`src/rtl/instr_fetch_unit_if.sv`:
```
// ----------------------------------------------------------------------------
// instr_fetch_unit_if
// Bundles the fetch unit's two buses: the combinational instruction-RAM port
// and the fetch/decode hand-off (emitted instruction plus the redirect path
// coming back from decode).
//   master (fetch unit): drives instr_address, instr_out, pc_out, instr_valid;
//                        samples instr_readdata, redirect_valid, redirect_target
//   slave  (RAM/decode): the mirror image
// ----------------------------------------------------------------------------
interface instr_fetch_unit_if;
  localparam int unsigned XLEN = 32;

  // Instruction RAM port
  logic [XLEN-1:0] instr_address;
  logic [XLEN-1:0] instr_readdata;

  // Decode hand-off
  logic [XLEN-1:0] instr_out;
  logic [XLEN-1:0] pc_out;
  logic            instr_valid;
  logic            redirect_valid;
  logic [XLEN-1:0] redirect_target;

  modport master (
    output instr_address,
    input  instr_readdata,
    output instr_out,
    output pc_out,
    output instr_valid,
    input  redirect_valid,
    input  redirect_target
  );

  modport slave (
    input  instr_address,
    output instr_readdata,
    input  instr_out,
    input  pc_out,
    input  instr_valid,
    output redirect_valid,
    output redirect_target
  );
endinterface

```
`src/rtl/instr_fetch_unit.sv`:
```
// ----------------------------------------------------------------------------
// instr_fetch_unit
// Holds the PC, fetches from a combinational instruction RAM and hands one
// registered instruction per enabled cycle to decode. Implements the MIPS
// branch-delay-slot redirect and the halt convention (redirect to HALT_ADDR).
//
// Ports:
//   clk          system clock, rising edge
//   reset        synchronous active-high reset
//   clk_enable   stall control; 0 freezes every register
//   bus          instr_fetch_unit_if.master (RAM port + decode hand-off)
//   active       1 until a halt (or alignment fault) has completed
//   align_fault  misaligned redirect seen (0 unless IFU_ALIGN_CHECK_EN)
//   fetch_count  instructions emitted since reset, wraps at 2^32
//
// Build option:
//   IFU_ALIGN_CHECK_EN  defined: a redirect target with [1:0]!=0 emits the
//                       delay slot, then parks in FAULT with align_fault=1.
//                       undefined: target[1:0] is forced to 00 when loaded.
// ----------------------------------------------------------------------------
module instr_fetch_unit #(
  parameter logic [31:0] RESET_VECTOR = 32'hBFC00000,
  parameter logic [31:0] HALT_ADDR    = 32'h00000000
) (
  input  logic                      clk,
  input  logic                      reset,
  input  logic                      clk_enable,
  instr_fetch_unit_if.master        bus,
  output logic                      active,
  output logic                      align_fault,
  output logic [31:0]               fetch_count
);

  localparam int unsigned XLEN = 32;
  localparam logic [XLEN-1:0] PC_STEP   = XLEN'(4);
  localparam logic [XLEN-1:0] CNT_STEP  = XLEN'(1);

  typedef enum logic [1:0] {
    ST_RUN    = 2'd0,
    ST_HALTED = 2'd1,
    ST_FAULT  = 2'd2
  } state_t;

  state_t          state_q,  state_d;
  logic [XLEN-1:0] pc_q,     pc_d;
  logic [XLEN-1:0] instr_q,  instr_d;
  logic [XLEN-1:0] pc_out_q, pc_out_d;
  logic            valid_q,  valid_d;
  logic            active_q, active_d;
  logic [XLEN-1:0] count_q,  count_d;
  logic            take_redirect;

`ifdef IFU_ALIGN_CHECK_EN
  logic            fault_q,  fault_d;
`endif

  // State and datapath registers; everything holds unless the comb block
  // says otherwise, so stalls need no special case here.
  always_ff @(posedge clk) begin
    if (reset) begin
      state_q  <= ST_RUN;
      pc_q     <= RESET_VECTOR;
      instr_q  <= '0;
      pc_out_q <= '0;
      valid_q  <= 1'b0;
      active_q <= 1'b1;
      count_q  <= '0;
`ifdef IFU_ALIGN_CHECK_EN
      fault_q  <= 1'b0;
`endif
    end else begin
      state_q  <= state_d;
      pc_q     <= pc_d;
      instr_q  <= instr_d;
      pc_out_q <= pc_out_d;
      valid_q  <= valid_d;
      active_q <= active_d;
      count_q  <= count_d;
`ifdef IFU_ALIGN_CHECK_EN
      fault_q  <= fault_d;
`endif
    end
  end

  // Next-state and datapath selection.
  always_comb begin
    state_d       = state_q;
    pc_d          = pc_q;
    instr_d       = instr_q;
    pc_out_d      = pc_out_q;
    valid_d       = valid_q;
    active_d      = active_q;
    count_d       = count_q;
    // A redirect is only meaningful once decode holds a real instruction;
    // the fetch at pc this cycle is that branch's delay slot.
    take_redirect = bus.redirect_valid && valid_q;
`ifdef IFU_ALIGN_CHECK_EN
    fault_d       = fault_q;
`endif

    if (clk_enable) begin
      case (state_q)
        ST_RUN: begin
          instr_d  = bus.instr_readdata;
          pc_out_d = pc_q;
          valid_d  = 1'b1;
          count_d  = count_q + CNT_STEP;
          if (take_redirect) begin
            if (bus.redirect_target == HALT_ADDR) begin
              state_d = ST_HALTED;
`ifdef IFU_ALIGN_CHECK_EN
            end else if (bus.redirect_target[1:0] != 2'b00) begin
              state_d = ST_FAULT;
`endif
            end else begin
              pc_d = {bus.redirect_target[XLEN-1:2], 2'b00};
            end
          end else begin
            pc_d = pc_q + PC_STEP;
          end
        end

        ST_HALTED: begin
          // Retire the last delay slot; then nothing changes until reset.
          valid_d  = 1'b0;
          active_d = 1'b0;
        end

`ifdef IFU_ALIGN_CHECK_EN
        ST_FAULT: begin
          valid_d  = 1'b0;
          active_d = 1'b0;
          fault_d  = 1'b1;
        end
`endif

        default: begin
          // Unreachable encoding: park frozen like a halt.
          valid_d  = 1'b0;
          active_d = 1'b0;
        end
      endcase
    end
  end

  assign bus.instr_address = pc_q;
  assign bus.instr_out     = instr_q;
  assign bus.pc_out        = pc_out_q;
  assign bus.instr_valid   = valid_q;
  assign active            = active_q;
  assign fetch_count       = count_q;

`ifdef IFU_ALIGN_CHECK_EN
  assign align_fault = fault_q;
`else
  assign align_fault = 1'b0;
`endif

endmodule

```
`src/flat_wrapper.sv`:
```
// flat-port wrapper written by rule: the top's interface ports become plain ports
module instr_fetch_unit_flat 
#(
  parameter logic [31:0] RESET_VECTOR = 32'hBFC00000,
  parameter logic [31:0] HALT_ADDR    = 32'h00000000
)
  (clk, reset, clk_enable, active, align_fault, fetch_count, bus_instr_address, bus_instr_readdata, bus_instr_out, bus_pc_out, bus_instr_valid, bus_redirect_valid, bus_redirect_target);
  instr_fetch_unit_if bus_i ();
  input  logic clk;
  input  logic reset;
  input  logic clk_enable;
  output logic active;
  output logic align_fault;
  output logic [31:0] fetch_count;
  output wire logic [$bits(bus_i.instr_address)-1:0] bus_instr_address;
  input wire logic [$bits(bus_i.instr_readdata)-1:0] bus_instr_readdata;
  output wire logic [$bits(bus_i.instr_out)-1:0] bus_instr_out;
  output wire logic [$bits(bus_i.pc_out)-1:0] bus_pc_out;
  output wire logic [$bits(bus_i.instr_valid)-1:0] bus_instr_valid;
  input wire logic [$bits(bus_i.redirect_valid)-1:0] bus_redirect_valid;
  input wire logic [$bits(bus_i.redirect_target)-1:0] bus_redirect_target;
  assign bus_instr_address = bus_i.instr_address;
  assign bus_i.instr_readdata = bus_instr_readdata;
  assign bus_instr_out = bus_i.instr_out;
  assign bus_pc_out = bus_i.pc_out;
  assign bus_instr_valid = bus_i.instr_valid;
  assign bus_i.redirect_valid = bus_redirect_valid;
  assign bus_i.redirect_target = bus_redirect_target;
  instr_fetch_unit #(.RESET_VECTOR(RESET_VECTOR), .HALT_ADDR(HALT_ADDR)) u_core (.clk(clk), .reset(reset), .clk_enable(clk_enable), .bus(bus_i), .active(active), .align_fault(align_fault), .fetch_count(fetch_count));
endmodule
```
`config.mk`:
```
export PLATFORM = sky130hd
export DESIGN_NAME = instr_fetch_unit_flat
export DESIGN_NICKNAME = d
export VERILOG_FILES = /design/src/rtl/instr_fetch_unit_if.sv /design/src/rtl/instr_fetch_unit.sv /design/src/flat_wrapper.sv
export SDC_FILE = /design/constraint.sdc
export NUM_CORES = 1
export LEC_CHECK = 0
export CAP_MARGIN = 20
export CORE_ASPECT_RATIO = 0.5
export CORE_MARGIN = 2
export CORE_UTILIZATION = 46
export CTS_CLUSTER_DIAMETER = 40
export DETAILED_ROUTE_END_ITERATION = 12
export PLACE_DENSITY = 0.81
export SLEW_MARGIN = 20
export SYNTH_ARGS = -nofsm -noshare
export SYNTH_HDL_FRONTEND = slang
export SYNTH_SLANG_ARGS = --single-unit
```
`constraint.sdc`:
```
create_clock -name clk -period 2.7 [get_ports clk]
set_clock_uncertainty 0.15 [all_clocks]
set_input_delay 0.54 -clock clk [delete_from_list [all_inputs] [get_ports clk]]
set_output_delay 0.54 -clock clk [all_outputs]
set_load 0.1 [all_outputs]
```
======== Word-level counts from Yosys, hierarchy flattened ========
Cells that the tools add are included.
storage, ports and cells
  input port bits ......................... 68
  output and inout bits ................... 131
  logic and storage cells ................. 21
  bits in registers ....................... 131
operators by class
  mux-type cells .......................... 3
  equality and inequality tests ........... 1
  add/subtract/negate cells ............... 2
  reduce and logical (&&, ||, !) cells .... 7
  bitwise operators ....................... 1
operator list
  kind                     number
  $mux W32                 2
  $add A32 B1 Y32 const B  1
  $add A32 B3 Y32 const B  1
  $logic_not A32 Y1        1
  $reduce_and A2 Y1        2
  $reduce_and A4 Y1        1
  $reduce_and A3 Y1        1
  $logic_not A2 Y1         1
  $ne A2 B2 Y1 const B     1
  $logic_and A1 B1 Y1      1
  $mux W1                  1
  $not A1 Y1               1

======== Depth between registers and ports, before layout ========
Gate-level depths: netlist (run 1).
  depth after elaboration ................. 3
  mapped depth ............................ 8
  depth with buffers taken out ............ 6

======== Worst setup path after synthesis (run 1) ========
Ideal clock, no wire load.
  kind .................................... register -> register
  start ................................... register u_core.pc_q[2], in the netlist u_core.bus.instr_address[2]
  end ..................................... register u_core.pc_q[20], in the netlist u_core.bus.instr_address[20]
  arrival ................................. 2.617 ns
  buffers on the path ..................... 1
  setup time .............................. 0.134 ns
  data required time ...................... 2.416 ns
  clock period less this slack ............ 2.901 ns
  cell stages (with the launch flop) ...... 8
  setup slack ............................. -0.201 ns
  cell sequence ........................... dfxtp_1 ha_1 nand3_1 nor3_2 buf_2 a31oi_1 o311ai_0 o31ai_1
between the ends
  longest elaborated chain between the ends .. 2
ends and longest elaborated chain
  what                      line                     RTL
  start: declaration        instr_fetch_unit.sv:45   logic [XLEN-1:0] pc_q, pc_d;
  start signal: assignment  instr_fetch_unit.sv:73   pc_q <= pc_d;
  $add A32 B3 Y32           instr_fetch_unit.sv:119  pc_d = pc_q + PC_STEP;
  $mux W32                  instr_fetch_unit.sv:108  if (take_redirect) begin
No other way between the ends.
A chain may end at the register's enable or synchronous reset.

======== Final worst setup path (run 1) ========
  start ................................... input port bus_redirect_target[30]
  end ..................................... register u_core.pc_q[23], in the netlist u_core.bus.instr_address[23]
between the ends
  longest elaborated chain between the ends .. 3
ends and longest elaborated chain
  what                                line                     RTL
  start: declaration                  flat_wrapper.sv:21       input wire logic [$bits(bus_i.redirect_target)-1:0] bus_redirect_target;
  $logic_not A32 Y1                   instr_fetch_unit.sv:109  if (bus.redirect_target == HALT_ADDR) begin
  $ne A2 B2 Y1 (no source line)       -
  $reduce_and A3 Y1 (no source line)  -
No other way between the ends.

==> impl_metrics.py, run 1 <==
metrics = {
    "sta": {
        "final-setup-viol-count": 0,
        "timing.fmax_mhz": 422.2,
        "slew_headroom_pct": 43.41,
        "fin_crit_sh_pct": 87.72,
        "finalMaxSlewViolations": 0,
        "whs_ps": 303.1,
        "fin_crit_ps": 2368,
        "rsz0062_at_grt": "false",
        "worst_pin_slew_ps": 847.8,
        "final_hold_viol_count": 0,
        "setup_tns_ps": 0,
    },
    "grt": {
        "grtUsageTotal_pct": 25.68,
        "grt_antenna_before_repair": 0,
        "grt_max_degree": 130,
        "gr-total-overflow": 0,
        "grt_pass1_wl_um": 28340,
        "grt_pass1_vias": 5654,
    },
    "logic_synthesis": {
        "seq_area_frac_synth_pct": 44.22,
        "netlist_area_um2": 5749,
        "ys.flop_type": "dfxtp_1",
        "ys_types": 54,
        "synth_edf_count": 0,
        "syn_inst": 719,
        "synth_area_per_cell_um2": 7.996,
        "synth_seq_cells": 127,
        "synth.yosys.warnings": 0,
        "async_flop_share_pct": 0,
    },
    "power_and_ir_drop": {
        "ir_drop_v": 0.0003504,
        "power.leakage_nw": 3.254,
        "powerDensity_nw_per_um2": 634.4,
        "p_total_mw": 5.253,
    },
    "clock_tree": {
        "clock-sinks": 127,
        "clock-root-buffer": "clkbuf_16",
        "cts_resized": 0,
        "cts_setup_buffers": 0,
        "clkLatencyLatePin_ps": 410,
        "cts_hold_buf": 0,
        "cts_tree": "built",
        "clockBufferDepth": 2,
        "clk_pin_slew_ps": 60,
        "cts_max_level": 4,
        "numCtsBuffers": 17,
    },
    "floorplanning": {
        "initial_core_util_pct": 47.84,
        "coreArea_um2": 12020,
        "die_w_um": 162.1,
        "io_pins": 199,
        "die_h_um": 83.05,
        "rows": 28,
        "die_area_um2": 13460,
    },
    "placement": {
        "hpwl_um": 11560,
        "port_buffers": 193,
        "place_inst": 1052,
        "gp_congestion": 0.8930,
        "placed_cell_area_um2": 7672,
    },
    "layout": {
        "layout_common_cells": "155 x nand2_1, 153 x buf_4, 108 x dfxtp_1",
        "instances_no_fill": 1084,
        "final_area_um2": 8280,
        "syn2layout_area_growth_pct": 44.03,
        "final_common_cell": "nand2_1",
        "drive_gt1_share_pct": 24.70,
        "nets": 976,
        "n_antenna_cell": 0,
    },
    "critical_path": {
        "cp_max_fo": 4,
        "crit_family": "simple AND/OR/NAND/NOR gates",
        "rr_worst_depth": 5,
        "path_buf_inv": 3,
        "worstSetupStartpointType": "input pin",
        "crit_chain": "clkdlybuf4s50_1 -> nor4_1 -> buf_4 -> nand4_1 -> or3_1 -> buf_4 -> a311oi_1 -> a31oi_1",
        "cp.required_ps": 2800,
        "crit_arrival_ps": 2460,
        "cp-end-kind": "flip-flop",
        "crit_path_top_delay_cell": "clkdlybuf4s50_1",
        "r2r-start": "u_core.bus.instr_address[13]",
        "rrSetupSlack_ps": 380,
        "max_stage_delay_ps": 430,
        "critical_path_class": "in2reg",
        "r2r_end": "u_core.bus.instr_address[30]",
        "crit_top_cell": "buf_4",
    },
    "min_path": {
        "min_to": "u_core.bus.instr_out[27]",
        "min-delay-start": "u_core.bus.instr_out[27]",
        "hp-class": "reg2reg",
        "whs_path_depth": 2,
    },
    "detailed_routing": {
        "avgViaCountPerCell": 5.640,
        "routed_wl_um": 17500,
        "vias": 6114,
        "drtPass1Iterations": 5,
        "wl_per_cell_um": 16.15,
        "first_iter_violations": 647,
        "drc": 0,
        "drtAntennaViolNets": 0,
    },
    "status": {
        "outcome": "finished, final reports clean",
    },
    "flow_run": {
        "maxCapViolCount": 0,
    },
}
[state kept, by name, indices dropped and copies added (netlist names)]
signal / count
u_core.bus.instr_out: 32
u_core.bus.pc_out: 30
u_core.bus.instr_valid: 1
u_core.active: 1
u_core.fetch_count: 32
u_core.bus.instr_address: 30
u_core.state_q: 1
[worst reg2reg max path, cell delays in order, from the launching register on]
cell	delay, ps
dfxtp_2	440
nand4_1	280
nor4_4	650
nand4_1	200
o31a_1	280
o32ai_1	220
[synthesized netlist by cell type, drive strengths merged, types with 2 or more instances]
cell      n  area [um^2]
nand2   155        581.8
dfxtp   127         2542
a21oi    95        475.5
nor2     49        183.9
clkbuf   41        153.9
o31ai    23        172.7
nand3    20        117.6
nand4    20        131.4
buf      19        98.85
a31oi    15        93.84
xor2     14        122.6
nor4     13        111.4
o311ai   12        105.1
o21ai    11        55.05
and3      9        56.30
and4      9        81.33
nor3      9        55.05
or3       8        51.30
a311oi    6        52.55
inv       6        22.52
o31a      6        52.55
xnor2     5        43.79
a211oi    4        30.03
a31o      4        35.03
a32oi     4        35.03
and2      4        25.02
o32ai     4        35.03
or4       4        30.03
nor2b     3        18.77
a211o     2        17.52
and4b     2        20.02
ha        2        25.02
nand2b    2        12.51
[report_power, final]
group	switching, mW	internal (mW)	total [mW]	leakage [nW]
registers	0.0522	1.93	1.99	1.04
clock network	0.896	1.47	2.37	0.289
logic	0.660	0.241	0.901	1.92
total	1.61	3.64	5.25	3.25
[routing by layer]
metal / GRT usage (%) / share of wire [%] / vias to the layer above
met4: 9.332 / 1.9 / 0
met2: 41.55 / 48 / 240
li1: - / - / 2961
met5: 0 / 0 / -
met1: 33.51 / 44 / 2876
met3: 6.194 / 6.7 / 37
[how the worst max path moves through the flow]
stage	startpoint	end	cells past startpoint
2_1_floorplan	u_core.bus.instr_address[5]	u_core.bus.instr_address[20]	6
3_3_place_gp	bus_redirect_target[30]	u_core.bus.instr_address[24]	8
3_5_place_dp	bus_redirect_target[30]	u_core.bus.instr_address[22]	8
4_1_cts	bus_redirect_target[30]	u_core.bus.instr_address[23]	8
5_1_grt	bus_redirect_target[4]	u_core.bus.instr_address[24]	8
6_report	bus_redirect_target[30]	u_core.bus.instr_address[23]	8
[cell type report]
cell class	count	area (um^2)
clock buffers	18	429.2
clock inverters	14	178.9
fillers	967	3736
inverters	6	22.52
multi-input cells	530	2968
flip-flops and latches	127	2566
well taps	165	206.4
repair buffers	224	1909
[stage by stage]
| stage | setup WS, ps | util, % |
|---|---|---|
| final | 331.6 | 68.91 |
| after floorplan | -7.547 | - |
| after CTS | 350.5 | 68.91 |
| after global placement | -49.58 | 63.85 |
| after detailed placement | -73.14 | 63.85 |
| after global routing | 181.3 | 68.91 |
[kinds of logic after synthesis]
group	Yosys count	share of synthesized area, %
multiplexers	2	0.3700
other	1	0.06523
XOR/XNOR	19	2.894
AND/OR/NAND/NOR	310	26.12
adder cells (fa/ha/maj)	2	0.4352
AO/OA/AOI/OAI	192	21.11
buffers and inverters	66	4.788
flip-flops	127	44.22
No activity file was read; power rests on OpenSTA's default activity.
==> run 2: changes to the inputs <==
- MAX_ROUTING_LAYER: default -> met4
- SLEW_MARGIN: 20 -> 40
==> run 2 against run 1 <==
Against the previous run:
- global-route usage grew 0.85 points
- hold slack is essentially flat
- setup slack lost 1.4 ps
- first-iteration DRC count shrank 3.9%
- non-clock buffer count is the same
- final cell count is the same
- core utilization is the same
- power is essentially flat
- sequential power is essentially flat
- die area is the same
- critical endpoint is now u_core.bus.instr_address[10]
- largest power group unchanged
==> impl_metrics.py, run 2 (synthesis gave the netlist of run 1 again) <==
metrics = {
    "status": {
        "outcome": "finished, final reports clean",
    },
    "flow_run": {
        "maxCapViolCount": 0,
    },
    "grt": {
        "gr-total-overflow": 0,
        "grt_max_degree": 130,
        "grt_pass1_wl_um": 28410,
        "grt_antenna_before_repair": 0,
        "grt_pass1_vias": 5669,
        "grtUsageTotal_pct": 26.53,
    },
    "clock_tree": {
        "cts_tree": "built",
        "cts_setup_buffers": 0,
        "clock-sinks": 127,
        "cts_hold_buf": 0,
        "cts_resized": 0,
        "clkLatencyLatePin_ps": 410,
        "clock-root-buffer": "clkbuf_16",
        "numCtsBuffers": 17,
        "cts_max_level": 4,
        "clk_pin_slew_ps": 60,
        "clockBufferDepth": 2,
    },
    "layout": {
        "layout_common_cells": "155 x nand2_1, 153 x buf_4, 108 x dfxtp_1",
        "final_common_cell": "nand2_1",
        "nets": 976,
        "fin_util_pct": 68.91,
        "syn2layout_area_growth_pct": 44.03,
        "drive_gt1_share_pct": 24.70,
        "n_antenna_cell": 0,
    },
    "critical_path": {
        "cp.required_ps": 2850,
        "cp_max_fo": 15,
        "crit_path_top_delay_cell": "clkdlybuf4s50_1",
        "crit_arrival_ps": 2520,
        "crit_family": "buffers and inverters",
        "cp-end-kind": "flip-flop",
        "path_buf_inv": 4,
        "critical_path_class": "in2reg",
        "worstSetupStartpointType": "input pin",
        "max_stage_delay_ps": 430,
        "crit_top_cell": "buf_4",
        "crit_chain": "clkdlybuf4s50_1 -> nor4_1 -> buf_4 -> nand4_1 -> buf_4 -> nor3_2 -> buf_4 -> o311ai_0 -> o31ai_1",
    },
    "sta": {
        "worst_slack_ps": 330.2,
        "timing.fmax_mhz": 422.0,
        "fin_crit_sh_pct": 87.77,
        "final_hold_viol_count": 0,
        "whs_ps": 303.4,
        "setup_tns_ps": 0,
        "fin_crit_ps": 2370,
        "rsz0062_at_grt": "false",
        "slew_headroom_pct": 47.69,
        "final-setup-viol-count": 0,
        "finalMaxSlewViolations": 0,
        "worst_pin_slew_ps": 779.8,
    },
    "detailed_routing": {
        "wl_per_cell_um": 16.18,
        "drc": 0,
        "first_iter_violations": 622,
        "routed_wl_um": 17540,
        "drtAntennaViolNets": 0,
        "vias": 6150,
        "drtPass1Iterations": 5,
        "avgViaCountPerCell": 5.673,
    },
    "floorplanning": {
        "initial_core_util_pct": 47.84,
        "die_area_um2": 13460,
        "die_w_um": 162.1,
        "rows": 28,
        "coreArea_um2": 12020,
        "io_pins": 199,
        "die_h_um": 83.05,
    },
    "power_and_ir_drop": {
        "power.leakage_nw": 3.251,
        "ir_drop_v": 0.0003538,
        "powerDensity_nw_per_um2": 634.9,
    },
    "min_path": {
        "hp-class": "reg2reg",
    },
    "placement": {
        "port_buffers": 193,
        "pre_cts_slack_ps": -73.14,
        "hpwl_um": 11560,
        "gp_congestion": 0.9081,
    },
}
==> run 2: metal layers <==
metal	share of wire [%]	vias up	track usage, %
met5	0	-	-
met1	44	2894	34.17
met4	1.7	0	8.608
li1	-	2963	-
met3	6.6	41	5.794
met2	48	252	41.74
==> run 2: final timing paths <==
path / slack, ps / from / to / cells past startpoint
max reg2reg: 380 / u_core.bus.instr_address[3] / u_core.bus.instr_address[16] / 7
min: 300 / u_core.bus.instr_out[27] / u_core.bus.instr_out[27] / 2
min reg2reg: 300 / u_core.bus.instr_out[27] / u_core.bus.instr_out[27] / 2
max: 330 / bus_redirect_target[30] / u_core.bus.instr_address[10] / 9
==> run 2: layout make-up <==
| class | instances | area [um^2] |
|---|---|---|
| Sequential cell | 127 | 2566 |
| Timing Repair Buffer | 224 | 1909 |
| Inverter | 6 | 22.52 |
| Tap cell | 165 | 206.4 |
| Clock buffer | 18 | 429.2 |
| Multi-Input combinational cell | 530 | 2968 |
| Clock inverter | 14 | 178.9 |
| Fill cell | 967 | 3736 |
==> run 2: power breakdown <==
part / switching (mW) / internal, mW / total, mW / leakage (nW)
logic: 0.660 / 0.241 / 0.901 / 1.92
clock network: 0.901 / 1.47 / 2.37 / 0.289
registers: 0.0523 / 1.93 / 1.99 / 1.04
==> run 2: tightest hold or removal path, cell delays in order, from the launching register on <==
cell	delay, ps
dfxtp_1	310
nand2_1	50
a21oi_1	50
==> run 2: per-stage QoR <==
step	power [mW]	cells	instance area [um^2]
floorplan	2.645	723	5788
global placement	2.912	1052	7672
detailed placement	2.921	1052	7672
CTS	5.290	1084	8280
global route	5.442	1084	8280
finish	5.257	1084	8280
==> edit (config.mk and constraints of run 1) <==
The 3 states of `state_t` get a one-hot encoding in 3 bits.
--- a/src/rtl/instr_fetch_unit.sv
+++ b/src/rtl/instr_fetch_unit.sv
@@ -35,10 +35,10 @@
   localparam logic [XLEN-1:0] PC_STEP   = XLEN'(4);
   localparam logic [XLEN-1:0] CNT_STEP  = XLEN'(1);
 
-  typedef enum logic [1:0] {
-    ST_RUN    = 2'd0,
-    ST_HALTED = 2'd1,
-    ST_FAULT  = 2'd2
+  typedef enum logic [2:0] {
+    ST_RUN    = 3'b001,
+    ST_HALTED = 3'b010,
+    ST_FAULT  = 3'b100
   } state_t;
 
   state_t          state_q,  state_d;
Behaviour: same outputs for any inputs over 4 cycles, from zero or initial values and one cycle with reset high; so few cycles prove little.
==> edit against run 1 <==
  * Combinational power is 1% higher
  * Sequential share of layout area up 1.2 points
  * Clock power is 11% lower
  * Power down 4.1%
  * Cell area fell by 2.6%
  * Setup slack lost 0.15 ns
  * Count of clock-buffer cells in the layout did not move
  * Maximum frequency down 5.9%
  * Utilization is 1.0 points lower
  * Wire length down 3.7%
  * Synthesized area shrank 2.0%
  * Sequential cell count grew 1
  * Critical endpoint is now u_core.bus.instr_address[28]
  * Largest cell class unchanged
==> edit: results <==
[pwr]
leakage_nw = 3.26
ir_worst_vdd_uv = 358

[layout]
drive_gt1_share_pct = 23.3
diodes = 0
layout.nets = 994
finalInstanceArea_um2 = 8060
n_fill_cell = 995
instances_no_fill = 1102

[placement]
dp_slack_ns = -0.218
port_buffers = 193
dpl_cell_area_um2 = 7520
dpl.hpwl_um = 11700
gp_congestion = 0.867

[critical_path]
cp_top_family = "simple AND/OR/NAND/NOR gates"
slowest_stage = "nor4_1"
regToRegStartpoint = "u_core.bus.instr_address[11]"
crit_start = "bus_redirect_target[5]"
arrival_ns = 2.62
critPathMaxStageDelay_ns = 0.45
path_max_fanout = 14

[detailed_routing]
dr.pass1.iters = 5
wire_per_inst_um = 15.3
via_count = 5905
drtIter0Drc = 385

[global_route]
antenna_found_initial = 0
grt_pass1_vias = 5302
grtUsageTotal_pct = 24.6
grt_pass1_wl_um = 26300
grt_max_degree = 66

[clocking]
cts_root_buf = "clkbuf_16"
clock_sinks = 128
htree_levels = 4
cts_buffers = 17
cts_buffer_depth = 2
cts_setup_buffers = 0
postCtsResizedCells = 0
clock_latency_ns = 0.41
cts.clk_slew.worst_paths_ns = 0.05

[logic_synthesis]
async_flop_share_pct = 0
synth_commonest_cells = "nand2_1, dfxtp_1, a21oi_1, nor2_1, clkbuf_1"
synthXorXnorAreaFrac_pct = 4.20
synth_cell_types = 50
yosysWarnings = 0
postSynthAreaPerCell_um2 = 7.64
yosysSeqAreaShare_pct = 45.5
muxShareOfSynthArea_pct = 0
synth_ff_type = "dfxtp_1"
synthTopCellsByArea = "dfxtp_1, nand2_1, a21oi_1, nor2_1, clkbuf_1"
synth-compound-area-share_pct = 17.7
post_synth_fa_ha_maj_area_fraction_pct = 0.444

[hold_path]
min_from = "u_core.bus.pc_out[6]"
hold_class = "flip-flop to flip-flop"

[outcome]
status = "completed"

[sta]
maxSlewHeadroom_pct = 53.2
[edit: cell types whose count changed in the layout (fill, tap and decap cells not counted), moves of 7 or more]
cell      change
nand2_1      +25
o31ai_1      -18
o21ai_0      +16
o311ai_0     -12
nor3_1       +11
a31oi_1       -7
[edit: area by class of cell]
type | instances | area share [%]
clock inverter | 14 | 1.44
inverter | 9 | 0.419
clock buffer | 18 | 5.32
timing repair buffer | 221 | 23.2
tap | 165 | 2.56
sequential | 128 | 32.2
multi-input combinational | 547 | 34.8
[edit: path summary, 6_finish.rpt]
kind	to	slack, ns	cells after the start
max	u_core.bus.instr_address[28]	0.18	9
min	u_core.bus.pc_out[6]	0.30	2
min reg2reg	u_core.bus.pc_out[6]	0.30	2
max reg2reg	u_core.bus.instr_address[28]	0.27	6
[edit: power by group]
part	switching [W]	internal, W
logic	0.000669	0.000242
registers	0.0000520	0.00195
clock network	0.000863	0.00126
[edit: metrics by stage]
stage	TNS (ns)	total power [W]
5_1_grt	0	0.00520
2_1_floorplan	0	0.00267
4_1_cts	0	0.00506
3_5_place_dp	-3.03	0.00295
6_report	0	0.00504
3_3_place_gp	-1.55	0.00294
[edit: kinds of logic after synthesis]
family                   after synthesis
AO/OA/AOI/OAI                        174
other                                  1
adder cells (fa/ha/maj)                2
XOR/XNOR                              27
flip-flops                           128
AND/OR/NAND/NOR                      339
buffers and inverters                 66
[edit: routing by layer]
layer | vias to the layer above | global-route usage (%) | share of wire [%]
li1 | 2907 | - | -
met1 | 2796 | 30.7 | 44
met2 | 184 | 44.0 | 50
met3 | 18 | 4.45 | 4.7
met4 | 0 | 8.56 | 1.3
met5 | - | 0 | 0
[edit: worst reg2reg max path, delay by kind of cell (launching register included)]
kind	cells	cell delay, ns
DFF	1	0.43
AOI/OAI and AO/OA	2	0.25
and+or+nand+nor	4	1.44
